**config.mk**
```make
export PLATFORM = sky130hd
export DESIGN_NAME = fpu_inq_ctl
export DESIGN_NICKNAME = d
export VERILOG_FILES = /design/src/rtl/fpu_inq_pkg.sv /design/src/rtl/fpu_inq_ptr.sv /design/src/rtl/fpu_inq_ctl.sv
export SDC_FILE = /design/constraint.sdc
export NUM_CORES = 1
export LEC_CHECK = 0
export BUFFER_PORTS_ARGS = -buffer_cell sky130_fd_sc_hd__buf_4
export CORE_MARGIN = 2
export CORE_UTILIZATION = 54
export CTS_BUF_LIST = sky130_fd_sc_hd__clkbuf_4
export DETAILED_ROUTE_END_ITERATION = 12
export PLACE_DENSITY_LB_ADDON = 0.08
export SKIP_LAST_GASP = 1
export SLEW_MARGIN = 40
export SYNTH_ARGS = -nofsm -noshare
export SYNTH_HDL_FRONTEND = slang
export SYNTH_SLANG_ARGS = --single-unit
```
**constraint.sdc**
```tcl
create_clock -name rclk -period 3.6 [get_ports rclk]
set_clock_uncertainty 0.15 [all_clocks]
set_input_delay 0 -clock rclk [delete_from_list [all_inputs] [get_ports rclk]]
set_output_delay 0 -clock rclk [all_outputs]
set_load 0.005 [all_outputs]
```
**src/rtl/fpu_inq_pkg.sv**
```systemverilog
// Shared definitions for the FPU input-queue control slice.
//   - pipe encodings used by in_pipe_sel / head_pipe_sel
//   - beat FSM state type
//   - default queue depth
//   - helpers that map a pipe select onto the ready vector / issue strobe
package fpu_inq_pkg;

    localparam int DEPTH_DEF = 16;

    localparam logic [1:0] PIPE_ADD = 2'd0;
    localparam logic [1:0] PIPE_MUL = 2'd1;
    localparam logic [1:0] PIPE_DIV = 2'd2;

    typedef enum logic {
        IDLE    = 1'b0,
        WAIT_B2 = 1'b1
    } beat_state_e;

    // Ready bit of the selected pipe; encoding 3 is illegal and never ready.
    function automatic logic pipe_ready(input logic [1:0] sel, input logic [2:0] rdy);
        logic r;
        case (sel)
            PIPE_ADD: r = rdy[0];
            PIPE_MUL: r = rdy[1];
            PIPE_DIV: r = rdy[2];
            default:  r = 1'b0;
        endcase
        return r;
    endfunction

    // One-hot issue strobe for a pipe select; encoding 3 maps to no strobe.
    function automatic logic [2:0] pipe_onehot(input logic [1:0] sel);
        logic [2:0] oh;
        case (sel)
            PIPE_ADD: oh = 3'b001;
            PIPE_MUL: oh = 3'b010;
            PIPE_DIV: oh = 3'b100;
            default:  oh = 3'b000;
        endcase
        return oh;
    endfunction

endpackage

```
**src/rtl/fpu_inq_ptr.sv**
```systemverilog
// Input-queue pointer and occupancy tracker.
// Ports:
//   rclk, grst_l      clock, synchronous active-low reset
//   enq, deq          push / pop strobes for this cycle (caller guarantees
//                     enq is never raised on a full queue without deq, and
//                     deq is never raised on an empty queue)
//   wr_ptr, rd_ptr    SRAM write / read addresses, wrapping DEPTH-1 -> 0
//   cnt               occupancy, 0..DEPTH
//   full, empty       cnt==DEPTH, cnt==0
module fpu_inq_ptr
    import fpu_inq_pkg::*;
#(
    parameter int DEPTH = DEPTH_DEF,
    parameter int PTR_W = 4
) (
    input  logic             rclk,
    input  logic             grst_l,
    input  logic             enq,
    input  logic             deq,
    output logic [PTR_W-1:0] wr_ptr,
    output logic [PTR_W-1:0] rd_ptr,
    output logic [PTR_W:0]   cnt,
    output logic             full,
    output logic             empty
);

    localparam logic [PTR_W:0] FULL_CNT = (PTR_W+1)'(DEPTH);

    // DEPTH is a power of two, so the pointers wrap by natural overflow.
    always_ff @(posedge rclk) begin
        if (!grst_l) begin
            wr_ptr <= '0;
            rd_ptr <= '0;
            cnt    <= '0;
        end else begin
            if (enq) wr_ptr <= wr_ptr + PTR_W'(1);
            if (deq) rd_ptr <= rd_ptr + PTR_W'(1);
            if (enq && !deq)      cnt <= cnt + (PTR_W+1)'(1);
            else if (deq && !enq) cnt <= cnt - (PTR_W+1)'(1);
        end
    end

    assign full  = (cnt == FULL_CNT);
    assign empty = (cnt == '0);

endmodule

```
**src/rtl/fpu_inq_ctl.sv**
```systemverilog
// FPU input-queue control.
// Collects one- or two-beat PCX requests, then either forwards the request
// straight to its pipe (queue empty and pipe ready), or writes it into the
// input-queue SRAM. The queue head issues when its pipe is ready; every issue
// (forward or dequeue) returns one PCX credit.
// Ports:
//   rclk, grst_l               clock, synchronous active-low reset
//   beat_vld, beat_1src        PCX beat strobe and single-source flag
//   in_pipe_sel                target pipe of the incoming request
//   head_pipe_sel              target pipe of the queue head
//   pipe_rdy                   per-pipe ready (bit0 add, bit1 mul, bit2 div)
//   fp_data_rdy                capture enable for the first operand beat
//   inq_fwrd(_inv)             forward select for the datapath
//   inq_bp(_inv)               bypass select (last-written entry at the head)
//   inq_we, inq_wr_ptr         SRAM write enable / address
//   inq_rd_ptr                 SRAM read address
//   iss_vld                    one-hot issue strobe
//   fpu_pcx_credit             credit-return pulse
//   inq_cnt, inq_empty         occupancy
//   inq_ovf                    sticky credit-violation flag
//
// Handshake: an issue to a pipe happens in exactly the cycle where a request
// is valid (forwarded or at the queue head) and that pipe's pipe_rdy bit is 1;
// iss_vld is the transfer strobe, there is no holding of strobes across
// cycles. Beats have no back-pressure: beat_vld is always accepted.
//
// The beat FSM state is the internal signal 'state' for external checkers.
module fpu_inq_ctl
    import fpu_inq_pkg::*;
#(
    parameter int DEPTH = DEPTH_DEF,
    parameter int PTR_W = 4
) (
    input  logic             rclk,
    input  logic             grst_l,
    input  logic             beat_vld,
    input  logic             beat_1src,
    input  logic [1:0]       in_pipe_sel,
    input  logic [1:0]       head_pipe_sel,
    input  logic [2:0]       pipe_rdy,
    output logic             fp_data_rdy,
    output logic             inq_fwrd,
    output logic             inq_fwrd_inv,
    output logic             inq_bp,
    output logic             inq_bp_inv,
    output logic             inq_we,
    output logic [PTR_W-1:0] inq_wr_ptr,
    output logic [PTR_W-1:0] inq_rd_ptr,
    output logic [2:0]       iss_vld,
    output logic             fpu_pcx_credit,
    output logic [PTR_W:0]   inq_cnt,
    output logic             inq_empty,
    output logic             inq_ovf
);

    beat_state_e      state, state_nxt;
    logic             req_done;
    logic             fwd, deq, enq, ovf_hit;
    logic             full;
    logic             last_wr_vld;
    logic [PTR_W-1:0] last_wr_ptr;

    // ---------------- beat FSM ----------------
    always_ff @(posedge rclk) begin
        if (!grst_l) state <= IDLE;
        else         state <= state_nxt;
    end

    always_comb begin
        state_nxt   = state;
        req_done    = 1'b0;
        fp_data_rdy = 1'b0;
        case (state)
            IDLE: begin
                if (beat_vld && beat_1src) begin
                    req_done = 1'b1;
                end else if (beat_vld) begin
                    fp_data_rdy = 1'b1;
                    state_nxt   = WAIT_B2;
                end
            end
            WAIT_B2: begin
                if (beat_vld) begin
                    req_done  = 1'b1;
                    state_nxt = IDLE;
                end
            end
            default: state_nxt = IDLE;
        endcase
        // A request completing under reset is dropped: no write, no credit.
        if (!grst_l) req_done = 1'b0;
    end

    // ---------------- source selection ----------------
    // Forward only from an empty queue, so ordering is preserved; fwd and
    // deq are therefore mutually exclusive and at most one pipe is strobed.
    assign fwd     = req_done && inq_empty && pipe_ready(in_pipe_sel, pipe_rdy);
    assign deq     = grst_l && !inq_empty && pipe_ready(head_pipe_sel, pipe_rdy);
    // A full queue accepts a new write only when the head leaves this cycle.
    assign ovf_hit = req_done && full && !deq;
    assign enq     = req_done && !fwd && !ovf_hit;

    assign inq_we       = enq;
    assign inq_fwrd     = fwd;
    assign inq_fwrd_inv = ~fwd;

    always_comb begin
        iss_vld = 3'b000;
        if (fwd)      iss_vld = pipe_onehot(in_pipe_sel);
        else if (deq) iss_vld = pipe_onehot(head_pipe_sel);
    end

    assign fpu_pcx_credit = fwd || deq;

    // ---------------- pointers / occupancy ----------------
    fpu_inq_ptr #(
        .DEPTH (DEPTH),
        .PTR_W (PTR_W)
    ) u_ptr (
        .rclk   (rclk),
        .grst_l (grst_l),
        .enq    (enq),
        .deq    (deq),
        .wr_ptr (inq_wr_ptr),
        .rd_ptr (inq_rd_ptr),
        .cnt    (inq_cnt),
        .full   (full),
        .empty  (inq_empty)
    );

    // ---------------- bypass / overflow ----------------
    // The SRAM does not write through, so an entry written last cycle that
    // is now at the head must be taken from the write-data bypass instead.
    always_ff @(posedge rclk) begin
        if (!grst_l) begin
            last_wr_vld <= 1'b0;
            last_wr_ptr <= '0;
            inq_ovf     <= 1'b0;
        end else begin
            last_wr_vld <= enq;
            last_wr_ptr <= inq_wr_ptr;
            if (ovf_hit) inq_ovf <= 1'b1;
        end
    end

    assign inq_bp     = last_wr_vld && (last_wr_ptr == inq_rd_ptr) && !inq_empty;
    assign inq_bp_inv = ~inq_bp;

endmodule

```
[After elaboration in Yosys (flattened, before gate mapping)]
Cells that the tools add are included.
Word-level totals
  input port bits: 11
  output and inout port bits: 25
  register bits: 20
Cells by class
  bitwise gates (word level): 3
  muxes and demuxes: 16
  add/subtract/negate cells: 4
  reduce and logical (&&, ||, !) cells: 23
  equality and inequality tests: 6
Operators by type and width (count)
  3-bit case mux with 3 select lines: 2
  1-bit logical AND: 13
  5-bit 2-to-1 mux: 2
  4-bit by 1-bit adder with 4-bit output (second input constant): 2
  1-bit 2-to-1 mux: 6
  3-bit 2-to-1 mux: 2
  1-bit case mux with 3 select lines: 2
  5-bit by 1-bit adder with 5-bit output (second input constant): 1
  5-bit equality test (second input constant): 1
  1-bit zero test: 5
  5-bit zero test: 1
  5-bit by 1-bit subtractor with 5-bit output (second input constant): 1
  2-bit by 1-bit equality test with 1-bit output (second input constant): 2
  2-bit equality test (second input constant): 2
  4-bit equality test: 1
  2-bit zero test: 2
  1-bit case mux with 2 select lines: 2
  1-bit NOT: 3
  2-bit nonzero test: 1
  1-bit logical OR: 1

[Logic depth before layout (Yosys ltp)]
  word-level depth: 13
  gate-level depth with buffers: 12
  mapped depth without buffers: 10

[By module]
Synthesis repeated with hierarchy kept, for this count alone.
Second synthesis, totals
  cells, all modules: 118
  area, all modules: 1126.1 um^2
Modules (own cells, without submodules)
  fpu_inq_ptr: sequential area each 260.2 um^2, cells an instance 70, area each 674.4 um^2, instances 1
  fpu_inq_ctl: sequential area each 140.1 um^2, cells an instance 48, area each 451.7 um^2, instances 1

[Worst setup path before layout]
Ideal clock, no wire load.
  kind: flip-flop to flip-flop
  start: register u_ptr.cnt[0]
  end: register u_ptr.cnt[4]
  setup slack: 0.642 ns
  arrival time: 2.736 ns
  buffers on the path: 1
  data required time: 3.378 ns
  cell stages (with the launch flop): 12
  clock period less this slack: 2.958 ns
  cells stage by stage: dfxtp_1 > or4_4 > nor2_8 > or2_1 > buf_6 > ha_1 > inv_1 > fa_1 > a21o_1 > a21oi_1 > mux2i_1 > mux2i_1
On the way
  word-level cells in the longest chain between the ends: 11
RTL lines
  start, declared: line fpu_inq_ptr.sv:22  | output logic [PTR_W:0] cnt,
  start signal, assigned: line fpu_inq_ptr.sv:38  | if (enq && !deq) cnt <= cnt + (PTR_W+1)'(1);
  start signal, assigned: line fpu_inq_ptr.sv:39  | else if (deq && !enq) cnt <= cnt - (PTR_W+1)'(1);
  5-bit zero test (*): line fpu_inq_ptr.sv:44  | assign empty = (cnt == '0);
  via inq_empty: line fpu_inq_ctl.sv:52  | output logic inq_empty,
  1-bit zero test: line fpu_inq_ctl.sv:98  | assign deq = grst_l && !inq_empty && pipe_ready(head_pipe_sel, pipe_rdy);
  1-bit logical AND (2 in series): line fpu_inq_ctl.sv:98
  1-bit zero test: line fpu_inq_ptr.sv:38, fpu_inq_ctl.sv:100
  1-bit logical AND: line fpu_inq_ctl.sv:100  | assign ovf_hit = req_done && full && !deq;
  1-bit zero test: line fpu_inq_ctl.sv:101  | assign enq = req_done && !fwd && !ovf_hit;
  1-bit logical AND: line fpu_inq_ctl.sv:101
  1-bit zero test: line fpu_inq_ptr.sv:39
  1-bit logical AND: line fpu_inq_ptr.sv:39
  2-bit nonzero test (no source line)
The timed path passes the listed nets; every way through them passes the cells marked *. The select of a mux whose other input is x is not followed.
A chain may end at the register's enable or synchronous reset.

[Final worst setup path]
  start: register u_ptr.cnt[0]
  end: register u_ptr.cnt[4]
On the way
  word-level cells in the longest chain between the ends: 11
RTL lines (line)
  5-bit zero test: fpu_inq_ptr.sv:44
  1-bit zero test: fpu_inq_ctl.sv:98
  1-bit logical AND (2 in series): fpu_inq_ctl.sv:98
  1-bit zero test: fpu_inq_ptr.sv:38, fpu_inq_ctl.sv:100
  1-bit logical AND: fpu_inq_ctl.sv:100
  1-bit zero test: fpu_inq_ctl.sv:101
  1-bit logical AND: fpu_inq_ctl.sv:101
  1-bit zero test: fpu_inq_ptr.sv:39
  1-bit logical AND: fpu_inq_ptr.sv:39
  2-bit nonzero test (no source line)
Several ways; a longest one is shown, not always the timed one. The select of a mux whose other input is x is not followed.

==> metrics.cfg <==
[clocking]
cts_inserted_buffers = 3
clockBufferDepth = 2
insertion_delay_ns = 0.32
cts.sinks = 20
cts_tree = yes
cts_resized = 0
cts.clk_slew.worst_paths_ns = 0.13
holdBufCountCts = 5
cts_setup_buffers = 0
h-tree-depth = 1
cts_root_buf = clkbuf_4

[global_route]
grt_usage_pct = 24.99
grt_max_degree = 20
antenna_found_initial = 0
grt_pass1_vias = 1072
grt_pass1_wl_mm = 5.078
grt_overflow = 0

[floorplan]
core_area_sq_um = 2255
initial_utilization_pct = 57.66
die_h_um = 53.07
rows = 17
die_w_um = 53.07
pin_count = 36
die_area_sq_um = 2816

[outcome]
outcome = completed

[sta]
finalHoldViolCount = 0
worst_pin_slew_ns = 0.4796
slew_violations = 0
period_share_pct = 92.10
tns_ns = 0
rsz0062_at_grt = no
fin_crit_ns = 3.316
finalSetupViolations = 0
slew_headroom_pct = 67.89
max_freq_ghz = 0.3016

[critical_path]
end_kind = flop
cp_top_family = simple AND/OR/NAND/NOR gates
cp-start-kind = flop
crit_path_cell_trace = or4_4 > nor2_8 > or2_1 > ha_1 > inv_1 > fa_1 > a21o_1 > a21oi_1 > mux2i_1 > mux2i_1
max_stage_delay_ns = 0.64
worstSetupPathType = flop to flop
critPathMaxFanout = 10
cp.required_ns = 3.71
crit_buf_inv = 1
worst_ep_arrival_time_ns = 3.42
crit_top_cell = mux2i_1
slowest_stage = or4_4

[drt]
highest_layer = met4
postRouteAntennaNets = 0
wl_met1_mm = 1.484
via_count = 1210
routed_wl_mm = 3.229
avgViaCountPerCell = 5.789
drt-pass1-iter-count = 5
drt_iter0_drc = 33
wl_per_cell_um = 15.45
drcViolationCount = 0
routed-wl-met3_um = 108
wl_met2_mm = 1.592

[placed_design]
dp.cells = 200
portBuffers = 35
gp_congestion = 0.8158
dpl.hpwl_mm = 2.365

[synthesis]
synth_cell_types = 48
avgSynthCellArea_sq_um = 9.286
syn-instance-count = 140
synth-seq-cells = 20
netlist_top_cells_count = dfxtp_1, nor2_1, a21oi_1, inv_1, nand2_1
synth-main-ff-cell = dfxtp_1
netlist.area_leader.share_pct = 30.80
synth_warnings = 0
synth_seq_area_share_pct = 30.80
mappedNetlistArea_sq_um = 1300
async_flop_share_pct = 0
yosys.area.top_type = dfxtp_1
yosysMostFrequentCell = dfxtp_1
synth_edf_count = 0
synth_area_leaders = dfxtp_1, ha_1, mux2i_1
syn_nets = 158

[finish]
area_growth_pct = 29.35
drive_gt1_share_pct = 31.49
fin_cells = 209
layout.nets = 200
antennaDiodeCount = 0
nFillCells = 182

[pwr]
max-vdd-ir-drop_v = 0.0005147
power_density_nw_per_um2 = 698.3
p_leak_uw = 0.0007701

[job]
cap_violations = 0

[min_path]
hold_path.class = primary input to flop

[cell type report]
type	count	area, sq um	area share, %
clock buffers	3	22.52	1.339
clock inverters	1	30.03	1.786
inverters	12	45.04	2.679
multi-input cells	104	828.3	49.26
flip-flops and latches	20	400.4	23.81
well taps	28	35.03	2.083
repair buffers	41	320.3	19.05
[cell families after synthesis]
logic type	after synthesis	synth area share [%]
XOR/XNOR	7	4.716
flip-flops	20	30.80
adder cells (fa/ha/maj)	7	7.315
AO/OA/AOI/OAI	34	22.71
multiplexers	6	5.005
buffers and inverters	16	5.486
AND/OR/NAND/NOR	50	23.97
[flip-flops by register name (all words and copies together), names as in the netlist]
name / count
last_wr_ptr: 4
last_wr_vld: 1
u_ptr.wr_ptr: 4
inq_ovf: 1
state: 1
u_ptr.rd_ptr: 4
u_ptr.cnt: 5
[placed cells by master, fill, tap and decap left out, types with 4 or more instances in the layout]
cell           instances
nand2_1                9
xnor2_1                5
buf_4                 36
a21oi_1                9
nor2_1                10
nand3_1                4
ha_1                   6
dfxtp_1               20
dlygate4sd3_1          5
inv_1                  9
mux2i_1                5
[report_power, final]
group / total, uW / switching (uW) / internal [uW]
clock network: 191 / 78.5 / 113
registers: 337 / 73.4 / 264
logic: 646 / 336 / 310
[metrics by stage]
step                total power [uW]  hold slack (ns)  area [sq um]  setup WS, ns  util (%)
detailed placement             974.7           0.1427          1579        0.3646     70.03
floorplan                      740.1          -0.1057          1300        0.6420         -
global placement               946.4           0.1372          1579        0.4763     70.03
CTS                             1176          0.07013          1682        0.2958     74.58
finish                          1174          0.07454          1682        0.2843     74.58
global route                    1250           0.1119          1682        0.1089     74.58
[path summary, 6_finish.rpt]
kind / endpoint / startpoint / cells after the start / slack (ns)
worst max-delay path: u_ptr.cnt[4]$_SDFFE_PN0P_ / u_ptr.cnt[0]$_SDFFE_PN0P_ / 10 / 0.28
worst min-delay path: u_ptr.wr_ptr[3]$_SDFFE_PN0P_ / beat_1src / 4 / 0.07
worst max register to register: u_ptr.cnt[4]$_SDFFE_PN0P_ / u_ptr.cnt[0]$_SDFFE_PN0P_ / 10 / 0.28
worst min register to register: last_wr_ptr[3]$_SDFF_PN0_ / u_ptr.wr_ptr[3]$_SDFFE_PN0P_ / 2 / 0.34
[per-layer routing]
layer  up-vias  track usage, %
li1        596               -
met1       577           31.43
met2        31           43.13
met3         6           4.237
met4         0           7.692
met5         -               0
[tightest hold or removal path: cells and delay by family]
family / cells / cell delay, ns
AO/OA/AOI/OAI: 3 / 0.40
buffers and inverters: 1 / 0.11
No activity file was read; power rests on OpenSTA's default activity.
